### src/rtl/nandy_io_port.sv
// nandy_io_port: buffered core I/O port with TX/RX byte FIFOs; define NANDY_IO_STALL_EN to stall on full/empty instead of flagging errors.
module nandy_io_port #(
  parameter int DEPTH = 4
) (
  input  logic       clk,
  input  logic       rst,
  input  logic       ior,
  input  logic       iow,
  input  logic       port,
  input  logic [7:0] ioout,
  output logic [7:0] ioin,
  output logic       stall,
  output logic [7:0] tx_data,
  output logic       tx_valid,
  input  logic       tx_ready,
  input  logic [7:0] rx_data,
  input  logic       rx_valid,
  output logic       rx_ready,
  output logic       err
);
  localparam int AW = $clog2(DEPTH);
  logic [7:0] tx_mem [DEPTH];
  logic [7:0] rx_mem [DEPTH];
  logic [AW:0] tx_wp, tx_rp, rx_wp, rx_rp;
  logic ovf, unf;
  logic tx_full, tx_empty, rx_full, rx_empty;
  logic wr_data, rd_data, rd_stat, wr_stat;
  logic tx_push, tx_pop, rx_push, rx_pop, ovf_set, unf_set;
  logic [7:0] status;
  always_comb begin
    tx_empty = tx_wp == tx_rp;
    rx_empty = rx_wp == rx_rp;
    tx_full  = (tx_wp[AW] != tx_rp[AW]) && (tx_wp[AW-1:0] == tx_rp[AW-1:0]);
    rx_full  = (rx_wp[AW] != rx_rp[AW]) && (rx_wp[AW-1:0] == rx_rp[AW-1:0]);
    wr_data  = iow & ~port & ~rst;
    wr_stat  = iow & port & ~rst;
    rd_data  = ior & ~iow & ~port & ~rst;
    rd_stat  = ior & ~iow & port & ~rst;
    tx_valid = ~tx_empty;
    tx_data  = tx_mem[tx_rp[AW-1:0]];
    rx_ready = ~rx_full & ~rst;
    tx_pop   = tx_valid & tx_ready;
    rx_push  = rx_valid & rx_ready;
    tx_push  = wr_data & ~tx_full;
    rx_pop   = rd_data & ~rx_empty;
`ifdef NANDY_IO_STALL_EN
    stall    = (wr_data & tx_full) | (rd_data & rx_empty);
    ovf_set  = 1'b0;
    unf_set  = 1'b0;
`else
    stall    = 1'b0;
    ovf_set  = wr_data & tx_full;
    unf_set  = rd_data & rx_empty;
`endif
    status   = {4'b0, unf, ovf, ~rx_empty, ~tx_full};
    ioin     = rx_pop ? rx_mem[rx_rp[AW-1:0]] : rd_stat ? status : 8'h00;
    err      = ovf | unf;
  end
  // Full/empty above are pre-edge, so a same-cycle opposite-side transfer never rescues an access.
  always_ff @(posedge clk) begin
    if (rst) begin
      tx_wp <= '0;
      tx_rp <= '0;
      rx_wp <= '0;
      rx_rp <= '0;
      ovf   <= 1'b0;
      unf   <= 1'b0;
    end else begin
      if (tx_push) begin
        tx_mem[tx_wp[AW-1:0]] <= ioout;
        tx_wp <= tx_wp + 1'b1;
      end
      if (tx_pop) tx_rp <= tx_rp + 1'b1;
      if (rx_push) begin
        rx_mem[rx_wp[AW-1:0]] <= rx_data;
        rx_wp <= rx_wp + 1'b1;
      end
      if (rx_pop) rx_rp <= rx_rp + 1'b1;
      ovf <= ovf_set | (ovf & ~(wr_stat & ioout[2]));
      unf <= unf_set | (unf & ~(wr_stat & ioout[3]));
    end
  end
endmodule

### config.mk
export PLATFORM = sky130hd
export DESIGN_NAME = nandy_io_port
export DESIGN_NICKNAME = d
export VERILOG_FILES = /design/src/rtl/nandy_io_port.sv
export SDC_FILE = /design/constraint.sdc
export NUM_CORES = 1
export LEC_CHECK = 0
export ABC_AREA = 1
export CORE_ASPECT_RATIO = 0.75
export CORE_MARGIN = 2
export CORE_UTILIZATION = 40
export CTS_CLUSTER_SIZE = 40
export DETAILED_ROUTE_END_ITERATION = 8
export PLACE_DENSITY_LB_ADDON = 0.15
export REMOVE_ABC_BUFFERS = 1
export SLEW_MARGIN = 10
export SYNTH_ARGS = -nofsm -noshare
export SYNTH_HDL_FRONTEND = slang
export SYNTH_SLANG_ARGS = --single-unit
export TNS_END_PERCENT = 50
### constraint.sdc
create_clock -name clk -period 2.5 [get_ports clk]
set_input_delay 0.625 -clock clk [delete_from_list [all_inputs] [get_ports clk]]
set_output_delay 0.625 -clock clk [all_outputs]
set_load 0.02 [all_outputs]
==> summary.md <==
| Metric | Value |
|---|---|
| Die height | `roughly 86 um` |
| Simple-Gate Fraction of Synth Area | `roughly 16%` |
| Multi-input logic area | `1100 sq um` |
| Final cell count without fillers | `approximately 520` |
| Nets | `roughly 440` |
| Most frequent cells in the layout | `64 x edfxtp_1, 63 x nor2_1, 42 x nand2_1, 39 x buf_4, 37 x o21ai_0` |
| Hold Vio Cnt, Final | `0` |
| Core area | `8560 sq um` |
| Mapped Area | `3560 sq um` |
| Critical Path RT | `approximately 1.9 ns` |
| Avg WL per Cell | `~14 um` |
| Setup crit start kind | `input port` |
| Max Fanout on Critical Path | `6` |
| First DRT Iteration DRCs | `201` |
| Fmax | `approximately 420 MHz` |
| Arrival @ worst endpoint | `between 1.5 and 2 ns` |
| Share of cells above drive strength 1 | `20.2%` |
| Dpl cells | `between 500 and 600` |
| CTS tree | `built` |
| Global-route wire length before repair | `between 10,000 and 15,000 um` |
| Hold_ws | `about 0.49 ns` |
| Most common cell after layout, fill and taps aside | `edfxtp_1` |
| PortBufs | `41` |
| Largest net degree at the start of global routing | `17` |
| CTS Buffer Depth | `2` |
| Class of the worst hold path | `reg -> reg` |
| Layout Skew | `roughly 0.0038 ns` |
| Fin crit period | `between 2 and 2.5 ns` |
| DRT Wirelength | `7380 um` |
| Area Overhead vs Synth | `31.0%` |
| Slew Viols, Final | `0` |
| Syn_area_per_cell | `roughly 11 sq um` |
| Drt drc | `1` |
| Final Cycle Share | `a little over nine tenths` |
| Htree depth | `3` |
| Setup Crit Path Kind | `in -> out` |
| Post-synthesis sequential area ratio | `between 60% and 70%` |
| RSZ-0062 raised after global routing | `false` |
| Initial antenna violation count | `0` |
| Finished Cell Area | `4660 sq um` |
| Total die area | `9670 sq um` |
| Placed inst area | `between 4000 and 5000 sq um` |
| Synth Instances | `around 330` |
| Row cnt | `29` |
| Clock sinks | `a little over 80` |
| Dpl hpwl | `5240 um` |
| Routability Congestion | `0.754` |
| Status | `complete, but fails checks` |
| Flops & latches, synth | `between 80 and 90` |
| Drt first pass iters | `6` |
| Total CTS buffers | `9` |
| P_leak | `1.91 nW` |
| Pwr dens | `around 720 nW/um^2` |
| Fillcell total | `roughly 750` |
| Vias | `between 2,000 and 3,000` |
| DIE WIDTH | `113 um` |
| GRT overflow | `0` |
| Reg clk slew, reported paths | `around 0.06 ns` |
| Register area | `2280 sq um` |
| Synth Area in Adders | `roughly 3.5%` |
| Final setup fails | `0` |
| Initial Util | `just over 40%` |
| Worst skew pair latency | `between 0.3 and 0.4 ns` |
| Remaining antenna violation count after routing | `0` |
| Failing checks | `design-rule violations` |
| Antenna Diode Count | `0` |
| Vias in the first global route | `roughly 2,400` |
| Via density | `between 4 and 5` |
| Synthesis Warnings | `0` |
| Largest family of logic cells by synthesized area | `simple AND/OR/NAND/NOR gates` |
| Maxcap violations | `0` |
| CP endpoint kind | `primary output` |
| IO Pins | `between 40 and 50` |
| Post-synthesis compound-gate area fraction | `under 10%` |
| Mux contribution to synthesized area | `0%` |
| Hold_buf cts | `0` |
| Root buffer cell | `clkbuf_16` |
| Worst VDD drop | `0.000333 V` |
| Overall Power | `3.38 mW` |
| GRT Overall Usage | `between 10% and 20%` |
| Post-Synth XOR/XNOR Area | `1.20%` |
| Yosys cell types | `26` |
layer usage:
layer / GRT usage, % / vias up / wire length, um
met3: 4.52 / 8 / 410
met4: 4.99 / 0 / 82
li1: - / 1289 / -
met1: 23.9 / 1166 / 3610
met5: 0 / - / 0
met2: 24.2 / 60 / 3280
per-stage QoR:
step	setup TNS (ns)	worst slack [ns]	utilization, %
after CTS	0	0.0150	54.2
final	0	0.125	54.4
after global placement	-4.56	-0.554	50.3
after global routing	0	0.0238	54.4
after detailed placement	-4.96	-0.614	50.3
after floorplan	0	0.334	-
what timing repair did:
item                                    4_1_cts  5_1_grt
gates resized for setup                      62        7
pin swaps                                     3        0
endpoints found under the setup margin       17        7
buffers inserted                              2        0
gates cloned                                  0        0
logic make-up (layout without fill, tap and decap cells):
kind of cell    Yosys count  in the layout
other cells               1              1
simple gates            128            128
xor+xnor                  4              4
flops                    82             82
fa+ha+maj                10             10
buf+inv                  45            128
compound gates           63             63
sequential cells by signal (all words and copies together) (netlist names), named ones only:
| name | flops |
|---|---|
| ovf | 1 |
| rx_mem | 32 |
| rx_rp | 3 |
| rx_wp | 3 |
| tx_mem | 32 |
| tx_rp | 3 |
| tx_wp | 3 |
| unf | 1 |
cells in the mapped netlist (all sizes together):
cell    instances  area (sq um)
a21oi          10          50.1
buf             8          53.8
clkbuf          1          5.00
conb            1          3.75
dfxtp          18           360
edfxtp         64          1920
ha             10           125
inv            36           138
nand2          45           184
nand3          13          90.1
nand3b          2          15.0
nand4           2          12.5
nor2           64           243
nor3            2          32.5
o21ai          41           205
o22ai          12          75.1
xnor2           1          16.3
xor2            3          26.3
path summary, 6_finish.rpt:
kind,startpoint,endpoint,slack [ns],cells after the start
max reg2reg,tx_wp[1],tx_mem[3][3],0.88,8
min,ovf,ovf,0.49,2
min reg2reg,ovf,ovf,0.49,2
max,iow,ioin[5],0.13,8
area by class of cell:
class	count	area share [%]
well taps	108	2.90
repair buffers	76	14.6
multi-input cells	206	23.6
clock buffers	9	4.83
flip-flops and latches	82	49.0
inverters	36	2.95
clock inverters	7	2.12
worst max-delay path: stages:
cell	delay [ns]
dlygate4sd2_1	0.25
inv_2	0.06
nand2_2	0.05
nor3_4	0.25
nand2_4	0.10
buf_6	0.15
a21oi_1	0.11
buf_4	0.15
power by group:
| part | leakage [nW] | total, mW | internal (mW) | switching, mW |
|---|---|---|---|---|
| Sequential | 0.726 | 1.54 | 1.51 | 0.0294 |
| Clock | 0.158 | 1.40 | 0.881 | 0.524 |
| Combinational | 1.03 | 0.435 | 0.183 | 0.252 |
No activity file was read; power rests on OpenSTA's default activity.
